<file path="src/rtl/iob_sync_asym_fifo_r_big.sv">
// ============================================================================
// iob_sync_asym_fifo_r_big : single-clock FIFO controller for an external
// asymmetric RAM (narrow write port, wide registered read port).
// Optional macro IOB_ASYM_FIFO_ERR_FLAGS_EN adds sticky overflow/underflow flags.
// Revision: 1.0
// ============================================================================
`default_nettype none

module iob_sync_asym_fifo_r_big #(
  parameter int W_DATA_W = 8,
  parameter int R_DATA_W = 32,
  parameter int ADDR_W   = 7,
  // Derived; not meant to be overridden.
  parameter int L2R      = $clog2(R_DATA_W / W_DATA_W)
) (
  input  logic                    clk,
  input  logic                    rst,
  input  logic                    w_en,
  input  logic [W_DATA_W-1:0]     w_data,
  output logic                    w_full,
  input  logic                    r_en,
  output logic [R_DATA_W-1:0]     r_data,
  output logic                    r_empty,
  output logic [ADDR_W:0]         level,
  output logic                    ext_mem_w_en,
  output logic [ADDR_W-1:0]       ext_mem_w_addr,
  output logic [W_DATA_W-1:0]     ext_mem_w_data,
  output logic                    ext_mem_r_en,
  output logic [ADDR_W-L2R-1:0]   ext_mem_r_addr,
  input  logic [R_DATA_W-1:0]     ext_mem_r_data
`ifdef IOB_ASYM_FIFO_ERR_FLAGS_EN
  ,
  output logic                    w_overflow,
  output logic                    r_underflow
`endif
);

  localparam int RATIO = R_DATA_W / W_DATA_W;
  localparam logic [ADDR_W:0] RATIO_V = (ADDR_W + 1)'(RATIO);
  localparam logic [ADDR_W:0] DEPTH_V = {1'b1, {ADDR_W{1'b0}}};
  localparam logic [ADDR_W:0] ONE_V   = (ADDR_W + 1)'(1);

  logic [ADDR_W:0] w_ptr_q, w_ptr_d;
  logic [ADDR_W:0] r_ptr_q, r_ptr_d;
  logic [ADDR_W:0] level_q, level_d;
  logic            wa;
  logic            ra;

  assign w_full  = (level_q == DEPTH_V);
  assign r_empty = (level_q < RATIO_V);
  assign level   = level_q;

  // Enables are forced low while in reset so the RAM never sees a stray access.
  assign wa = w_en & ~w_full & ~rst;
  assign ra = r_en & ~r_empty & ~rst;

  assign ext_mem_w_en   = wa;
  assign ext_mem_w_addr = w_ptr_q[ADDR_W-1:0];
  assign ext_mem_w_data = w_data;
  assign ext_mem_r_en   = ra;
  assign ext_mem_r_addr = r_ptr_q[ADDR_W-1:L2R];

  // The RAM already registers its output, so read data passes straight through.
  assign r_data = ext_mem_r_data;

  // Pointer MSBs only disambiguate wrap; low read-pointer bits are always zero.
  logic unused_ptr_bits;
  assign unused_ptr_bits = ^{w_ptr_q[ADDR_W], r_ptr_q[ADDR_W], r_ptr_q[L2R-1:0]};

  always_comb begin
    w_ptr_d = w_ptr_q;
    r_ptr_d = r_ptr_q;
    if (wa) w_ptr_d = w_ptr_q + ONE_V;
    if (ra) r_ptr_d = r_ptr_q + RATIO_V;
    level_d = level_q + {{ADDR_W{1'b0}}, wa} - (ra ? RATIO_V : {(ADDR_W + 1){1'b0}});
  end

  always_ff @(posedge clk) begin
    if (rst) begin
      w_ptr_q <= '0;
      r_ptr_q <= '0;
      level_q <= '0;
    end else begin
      w_ptr_q <= w_ptr_d;
      r_ptr_q <= r_ptr_d;
      level_q <= level_d;
    end
  end

`ifdef IOB_ASYM_FIFO_ERR_FLAGS_EN
  logic w_overflow_q, w_overflow_d;
  logic r_underflow_q, r_underflow_d;

  always_comb begin
    w_overflow_d  = w_overflow_q | (w_en & w_full);
    r_underflow_d = r_underflow_q | (r_en & r_empty);
  end

  always_ff @(posedge clk) begin
    if (rst) begin
      w_overflow_q  <= 1'b0;
      r_underflow_q <= 1'b0;
    end else begin
      w_overflow_q  <= w_overflow_d;
      r_underflow_q <= r_underflow_d;
    end
  end

  assign w_overflow  = w_overflow_q;
  assign r_underflow = r_underflow_q;
`endif

endmodule

`default_nettype wire
</file>
<file path="config.mk">
export PLATFORM = sky130hd
export DESIGN_NAME = iob_sync_asym_fifo_r_big
export DESIGN_NICKNAME = d
export VERILOG_FILES = /design/src/rtl/iob_sync_asym_fifo_r_big.sv
export SDC_FILE = /design/constraint.sdc
export NUM_CORES = 1
export LEC_CHECK = 0
export CORE_AREA = 8 8 85 68
export DETAILED_ROUTE_END_ITERATION = 16
export DIE_AREA = 0 0 93 76
export PLACE_DENSITY_LB_ADDON = 0.1
export SYNTH_ARGS = -nofsm -noshare
export SYNTH_HDL_FRONTEND = slang
export SYNTH_SLANG_ARGS = --single-unit
export TNS_END_PERCENT = 50
</file>
<file path="constraint.sdc">
create_clock -name clk -period 3.8 [get_ports clk]
set_input_delay 0.76 -clock clk [delete_from_list [all_inputs] [get_ports clk]]
set_output_delay 0.76 -clock clk [all_outputs]
set_load 0.02 [all_outputs]
</file>
# Yosys cells after proc, flatten, opt, wreduce, memory -nomap -nowiden

Cells that the tools add are included.

Add/sub/neg operators: 4
Magnitude comparators: 1
Eq/ne operators: 1
Muxes and demuxes: 1
Bitwise gates (word level): 7

Operators with widths:

| operator                                                    | count |
|---|---|
| adder 8 x 1 -> 8 bit                                        | 1 |
| adder 8 x 1 -> 8 bit (second input constant)                | 1 |
| adder 8 x 3 -> 8 bit (second input constant)                | 1 |
| == test 8 bit (second input constant)                       | 1 |
| less-than comparator 8 x 3 -> 1 bit (second input constant) | 1 |
| subtractor 8 x 3 -> 8 bit                                   | 1 |
| bitwise AND 1 bit                                           | 4 |
| 2-to-1 mux 3 bit                                            | 1 |
| inverter 1 bit                                              | 3 |

Flip-flop bits (word level): 24
Output and inout port bits: 64
Logic and storage cells: 17

# Longest topological paths before layout

Gate-level depths: netlist of the first run.

Word-level depth: 6
Depth in mapped cells: 12
Mapped depth without buffers: 12

# Worst setup path after synthesis of the first run

No wires, ideal clock.

Kind: reg2reg
From: register level_q[4] (netlist: level[4])
To: register level_q[7] (netlist: level[7])
Library setup time: 0.123 ns
Arrival time: 2.639 ns
Required time: 3.677 ns
Path slack: 1.038 ns
Cell stages (with the launch flop): 13
Path buffers: 0
Cells stage by stage: dfxtp_1 > inv_1 > ha_1 > nand2_1 > o21ai_2 > or2_2 > ha_1 > inv_1 > ha_1 > a211oi_2 > o21ai_1 > a31oi_1 > mux2_1

Longest elaborated chain between the ends: 6
Elaborated cells between the ends (all ways): 11

RTL lines:

| item                                                                 | RTL line | source |
|---|---|---|
| start: declaration                                                   | 45       | `logic [ADDR_W:0] level_q, level_d;` |
| start signal: assignment                                             | 86       | `level_q <= level_d;` |
| == test 8 bit or less-than comparator 8 x 3 -> 1 bit (tied branches) | 49, 50   |  |
| inverter 1 bit, on equally long branches                             | 54, 55   |  |
| bitwise AND 1 bit, on equally long branches (2 in a row)             | 54, 55   |  |
| adder 8 x 1 -> 8 bit or 2-to-1 mux 3 bit (tied branches)             | 75       | `level_d = level_q + {{ADDR_W{1'b0}}, wa} - (ra ? RATIO_V : {(ADDR_W + 1){1'b0}});` |
| subtractor 8 x 3 -> 8 bit *                                          | 75       |  |

Every way passes the cells marked *; elsewhere a longest branch is shown, timed or not.
A chain may end at the register's enable or synchronous reset.

# Final worst setup path of the first run

From: input r_en
To: output ext_mem_r_en

Longest elaborated chain between the ends: 2

RTL lines:

| item                           | RTL line | source |
|---|---|---|
| start: declaration             | 21       | `input logic r_en,` |
| bitwise AND 1 bit (2 in a row) | 55       | `assign ra = r_en & ~r_empty & ~rst;` |
| end: declaration               | 28       | `output logic ext_mem_r_en,` |

Every way passes these cells.

==> results of run 1 <==
-- per-layer routing --
metal  global-route usage, %  wire, µm
met1                    9.39      1320
met2                    14.7      1380
met3                    4.72       329
met4                    4.82        87
met5                       0         0
-- placed cells by master (no fill, tap or decap), types with 2 or more instances in the layout --
cell,n
nor2_1,24
inv_1,10
ha_1,16
a31oi_1,2
and3_1,2
nor2b_1,2
clkdlybuf4s50_1,27
xor2_1,7
a21oi_1,4
clkbuf_8,3
mux2i_1,3
dfxtp_1,20
o211ai_1,4
nand2_1,5
o21bai_1,2
a211oi_2,3
nand4_1,2
o21ai_2,2
xnor2_1,6
-- per-stage QoR --
stage | cell area [µm²] | hold slack [ps]
final | 1590 | 519
after global routing | 1590 | 571
after CTS | 1590 | 527
after detailed placement | 1540 | 509
after global placement | 1540 | 495
after floorplan | 1510 | 606
-- synth_stat cells --
cell type / n
or2_1: 1
nand4bb_1: 1
a211oi_2: 3
a211o_1: 1
nor4bb_1: 1
nor2_1: 24
inv_1: 10
o211ai_1: 4
o21a_1: 1
a211oi_1: 1
and4bb_4: 1
nor3_1: 1
mux2i_1: 3
or4b_1: 1
o21ai_0: 1
a21oi_1: 4
dfxtp_1: 20
and3_1: 2
o21ai_1: 1
o21ai_2: 2
a31oi_1: 2
nor2b_1: 2
buf_2: 3
xor2_1: 7
mux2_1: 1
buf_4: 40
and2_1: 1
o21bai_1: 2
xnor2_1: 6
or2_2: 1
ha_1: 16
nor4b_1: 1
nand4_1: 2
nand2_1: 5
nand3_1: 1
-- power groups by stage --
stage / clock network (mW) / logic [mW] / registers [mW]
final: 0.137 / 0.627 / 0.295
after global routing: 0.154 / 0.702 / 0.303
after CTS: 0.147 / 0.638 / 0.297
after detailed placement: 0 / 0.635 / 0.302
after global placement: 0 / 0.632 / 0.300
after floorplan: 0 / 0.457 / 0.340
-- critical path, stage by stage --
cell	delay, ps
clkdlybuf4s50_1	530
o21ai_2	100
or2_2	300
inv_1	70
clkdlybuf4s50_1	600
-- registers in the layout, indices dropped and copies added, names as in the netlist --
signal,count
level,8
r_ptr_q,5
w_ptr_q,7
-- final timing paths --
| kind | startpoint | to | slack (ps) | cells after the start |
|---|---|---|---|---|
| worst min register to register | r_ptr_q[6] | r_ptr_q[6] | 520 | 2 |
| worst max register to register | level[4] | level[7] | 910 | 12 |
| worst min-delay path | r_ptr_q[6] | r_ptr_q[6] | 520 | 2 |
| worst max-delay path | r_en | ext_mem_r_en | 680 | 5 |
-- logic make-up after synthesis --
kind of cell | share of synthesized area (%)
muxes | 2.74
xor gates and xnor gates | 7.56
and+or+nand+nor | 15.4
buffers and inverters | 23.4
DFF | 26.6
adders and majority gates | 13.3
AOI/OAI and AO/OA | 11.0
-- cell type report --
type | instances | area [µm²] | area share, %
clock buffers | 3 | 41.3 | 2.60
inverters | 10 | 37.5 | 2.37
multi-input cells | 100 | 753 | 47.5
flip-flops and latches | 20 | 400 | 25.3
well taps | 60 | 75.1 | 4.74
repair buffers | 28 | 278 | 17.5
==> impl_results.md, run 1 <==
* Crit path DAT at 2360 ps
* CTS H-tree depth at 1
* Hold Vio Cnt, Final at 0
* Power Internal at 611 µW
* Switching part of the total power at 42.2%
* Largest area contributor in the netlist: dfxtp_1
* Clock Sinks at 20
* Worst min path class: reg2reg
* Area grow syn2layout at 5.23%
* Clock-pin slew on the worst setup and hold paths at 70 ps
* Power Dens Cells at 668 nW/µm²
* Fin Setup TNS at 0 ps
* Cts hold-fix bufs at 0
* CTS resizes at 0
* Syn Std Cell Area at 1510 µm²
* Worst Path Required at 3040 ps
* # IOs at 108
* Post-Synthesis Net Count at 233
* Total core area at 4570 µm²
* CP startpoint kind: input pin
* Post-route DRC at 0
* Clk_lat worst skew at 250 ps
* # diodes at 0
* Initial antenna violation count at 0
* Clk root buf: clkbuf_8
* Clock power frac at 12.9%
* First-pass GRT wire length at 5330 µm
* CTS Buffer Depth at 2
* Die Span X at 93 µm
* Global-route usage over all layers at 9.13%
* Worst-margin pin slew at 302 ps
* Routed wire length at 3120 µm
* #FFs+latches synth at 20
* Avg Inst Size Synth at 8.71 µm²
* Initial Utilization at 33.0%
* Placement Setup Slack at 491 ps
* Detailed Place HPWL at 2490 µm
* Tmin final at 3120 ps
* Synth warn at 0
* Placer congestion estimate at 0.722
* Die Y at 76 µm
* Mapped Cells at 173
* Final setup margin at 678 ps
* Critical path class: in2out
* Sequential Power Share at 27.9%
* Pwr Total at 1.06 mW
* Final setup viols at 0
* Vias in the first global route at 1,098
* PortBufs at 27
* Worst vdd ir at 182 µV
* Rel. slew slack at 79.8%
* Fill cells at 505
* Comb pwr share at 59.2%
* CTS tree: done
* CTS Buf Count at 3
* Outcome: completed
* Total setup buffers inserted after CTS at 0
* Crit share post-route at 82.2%
* RSZ-0062 raised after global routing: false
* Setup crit end kind: output pin
* Placed cell count at 218
* Final cell count without fillers at 221
* Crit Path Max Fanout at 4
* Clock Skew at 2.48 ps
* Routed via count at 1,036
* Leak pwr at 0.646 nW
* First-pass DRT Iterations at 3
* Post-synthesis cell type count at 35
* Aggregate global routing overflow at 0
* Drt via density at 4.69
* DRT antenna net count at 0
* Die ar. at 7070 µm²
* Max_cap viols at 0
* Switching pwr at 447 µW
* Starting DRC count in detailed routing at 23
* Max Freq at 0.320 GHz
* Max-slew violation count at 0
* Util after Layout at 34.7%
* Top post-synthesis cells by area: dfxtp_1, buf_4, ha_1, nor2_1, xor2_1
* DR WL/cell at 14.1 µm
* Largest net degree at the start of global routing at 27
* # rows at 22
* Final nets at 223
* Post-synth top area share at 26.6%
* Register area share after synthesis at 26.6%
* Layout cell share with drive strength beyond 1 at 6.83%
Note: power is estimated with default switching activity, not from simulation.
==> run 2, diff against run 1 <==
==> constraint.sdc (replaced) <==
create_clock -name clk -period 3.25 [get_ports clk]
set_input_delay 0.65 -clock clk [delete_from_list [all_inputs] [get_ports clk]]
set_output_delay 0.65 -clock clk [all_outputs]
set_load 0.02 [all_outputs]
==> run 2 against run 1 <==
First-iteration DRC count grew 70%. Clock power grew 16%. Via count shrank 0.97%. Register-to-register slack lost 500 ps. Worst setup slack lost 350 ps. Global-route usage shrank 0.32 points. Largest cell class unchanged.
==> impl_results.md, run 2 (same netlist as run 1, synthesis figures left out) <==
* Rel. slew slack at 80.3% (was 79.8%)
* Setup crit end kind: output pin (unchanged)
* RSZ-0062 raised after global routing: false (unchanged)
* Power Dens Cells at 788 nW/µm² (was 668 nW/µm²)
* Util after Layout at 34.9% (was 34.7%)
* DRT antenna net count at 0 (unchanged)
* Max-slew violation count at 0 (unchanged)
* Total core area at 4570 µm² (unchanged)
* Fin Setup TNS at 0 ps (unchanged)
* Total setup buffers inserted after CTS at 0 (unchanged)
* Pwr Total at 1.26 mW (was 1.06 mW)
* Switching part of the total power at 42.3% (was 42.2%)
* Max_cap viols at 0 (unchanged)
* Top Usage Layer GRT: met2 (unchanged)
* Post-route DRC at 0 (unchanged)
* Global-route usage over all layers at 8.81% (was 9.13%)
* Area grow syn2layout at 5.73% (was 5.23%)
* Die ar. at 7070 µm² (unchanged)
* First-pass DRT Iterations at 3 (unchanged)
* Clock Skew at 3.55 ps (was 2.48 ps)
* CTS Buf Count at 3 (unchanged)
* CTS H-tree depth at 1 (unchanged)
* Worst path top cell family by delay: buffers and inverters (unchanged)
* CP Cell Sequence: clkdlybuf4s50_1, o21ai_2, or2_2, inv_1, clkdlybuf4s50_1 (unchanged)
* Worst vdd ir at 276 µV (was 182 µV)
* Initial Utilization at 33.0% (unchanged)
* Clock Sinks at 20 (unchanged)
* Number of flip-flops in the largest register at 8 (unchanged)
* Tmin final at 2920 ps
* Cts hold-fix bufs at 0 (unchanged)
* Die Y at 76 µm (unchanged)
* Clk root buf: clkbuf_8 (unchanged)
* First-pass GRT wire length at 5120 µm (was 5330 µm)
* Power Internal at 725 µW (was 611 µW)
* Sequential Power Share at 27.6% (was 27.9%)
* Most frequent cells in the layout: clkdlybuf4s50_1, nor2_1, dfxtp_1, ha_1, inv_1 (unchanged)
* CP dominant cell by count: clkdlybuf4s50_1 (unchanged)
* Hold Vio Cnt, Final at 0 (unchanged)
* Placed cell count at 219 (was 218)
* Vias in the first global route at 1,023 (was 1,098)
* Clock power frac at 12.7% (was 12.9%)
* Crit path DAT at 2270 ps (was 2360 ps)
* Outcome: completed (unchanged)
* Critical path class: in2out (unchanged)
* CTS tree: done (unchanged)
* DR WL/cell at 14.4 µm (was 14.1 µm)
* Crit share post-route at 89.9%
* CTS Buffer Depth at 2 (unchanged)
* CTS resizes at 0 (unchanged)
* PortBufs at 27 (unchanged)
* Detailed Place HPWL at 2570 µm (was 2490 µm)
* Switching pwr at 531 µW (was 447 µW)
* Drt via density at 4.62 (was 4.69)
* Layout cell share with drive strength beyond 1 at 7.41% (was 6.83%)
* Crit Path Max Fanout at 4 (unchanged)
* Aggregate global routing overflow at 0 (unchanged)
* Max Freq at 0.342 GHz
* Fill cells at 500 (was 505)
* Comb pwr share at 59.7% (was 59.2%)
* Final cell count without fillers at 222 (was 221)
* Largest stage delay, worst path at 600 ps (about the same)
* Starting DRC count in detailed routing at 39 (was 23)
* Largest net degree at the start of global routing at 27 (unchanged)
* CP startpoint kind: input pin (unchanged)
* Leak pwr at 0.651 nW (was 0.646 nW)
* Worst-margin pin slew at 294 ps (was 302 ps)
* # diodes at 0 (unchanged)
* Global Route met3 Usage at 4.53% (was 4.72%)
* Placer congestion estimate at 0.759 (was 0.722)
* Initial antenna violation count at 0 (unchanged)
* Clock-pin slew on the worst setup and hold paths at 70 ps (about the same)
* Routed wire length at 3200 µm (was 3120 µm)
* Crit path max-delay cell type: clkdlybuf4s50_1 (unchanged)
* Die Span X at 93 µm (unchanged)
* # rows at 22 (unchanged)
* Worst Path Required at 2600 ps (was 3040 ps)
* Clk_lat worst skew at 250 ps (about the same)
* Met1 Usage GRT at 9.74% (was 9.39%)
* # IOs at 108 (unchanged)
* Worst min path class: reg2reg (unchanged)
* Met2 usage at 13.7% (was 14.7%)
* Commonest non-fill, non-tap cell in the layout: clkdlybuf4s50_1 (unchanged)
* Routed via count at 1,026 (was 1,036)
* Final nets at 224 (was 223)
* CP bufs+invs at 3 (unchanged)
* Final setup viols at 0 (unchanged)
==> run 2: per-layer routing <==
| metal | vias to the layer above | share of wire (%) |
|---|---|---|
| li1 | 515 | - |
| met1 | 450 | 43 |
| met2 | 43 | 44 |
| met3 | 18 | 10 |
| met4 | 0 | 2.4 |
| met5 | - | 0 |
==> run 2: through the flow <==
stage                     cell area [µm²]  hold WS (ps)  setup slack (ps)
final                                1590           528               329
after floorplan                      1510           606               488
after global placement               1550           496               163
after CTS                            1590           532               317
after detailed placement             1550           511              99.2
after global routing                 1590           541               220
==> run 2: power groups by stage <==
stage | Sequential (mW) | Combinational [mW] | Clock [mW]
finish | 0.346 | 0.750 | 0.159
global route | 0.356 | 0.821 | 0.181
CTS | 0.349 | 0.759 | 0.171
detailed placement | 0.354 | 0.755 | 0
global placement | 0.353 | 0.749 | 0
floorplan | 0.397 | 0.535 | 0
==> run 2: path summary, 6_finish.rpt <==
| check | end | cells past startpoint | slack [ps] | start |
|---|---|---|---|---|
| min | r_ptr_q[6] | 2 | 530 | r_ptr_q[6] |
| max reg2reg | level[7] | 12 | 410 | level[4] |
| min reg2reg | r_ptr_q[6] | 2 | 530 | r_ptr_q[6] |
| max | ext_mem_r_en | 5 | 330 | r_en |
==> run 2: worst reg2reg max path, stage by stage, from the launching register on <==
cell	delay, ps
dfxtp_1	330
inv_1	100
ha_1	230
o21a_1	260
o21ai_2	110
or2_2	310
ha_1	320
inv_1	50
ha_1	180
a211oi_2	250
o21ai_1	80
a31oi_1	190
mux2_1	330
==> run 2: layout make-up <==
| type | instances | area, µm² | area share (%) |
|---|---|---|---|
| Timing Repair Buffer | 29 | 285 | 17.9 |
| Clock buffer | 3 | 41.3 | 2.59 |
| Tap cell | 60 | 75.1 | 4.71 |
| Inverter | 10 | 37.5 | 2.36 |
| Sequential cell | 20 | 400 | 25.1 |
| Multi-Input combinational cell | 100 | 753 | 47.3 |
==> run 3, diff against run 2 <==
--- a/config.mk
+++ b/config.mk
@@ -9,6 +9,7 @@
 export DETAILED_ROUTE_END_ITERATION = 16
 export DIE_AREA = 0 0 93 76
 export PLACE_DENSITY_LB_ADDON = 0.1
+export SKIP_LAST_GASP = 1
 export SYNTH_ARGS = -nofsm -noshare
 export SYNTH_HDL_FRONTEND = slang
 export SYNTH_SLANG_ARGS = --single-unit
==> results of run 3 <==
No change in the layout: final DEF, timing and power equal those of run 2.
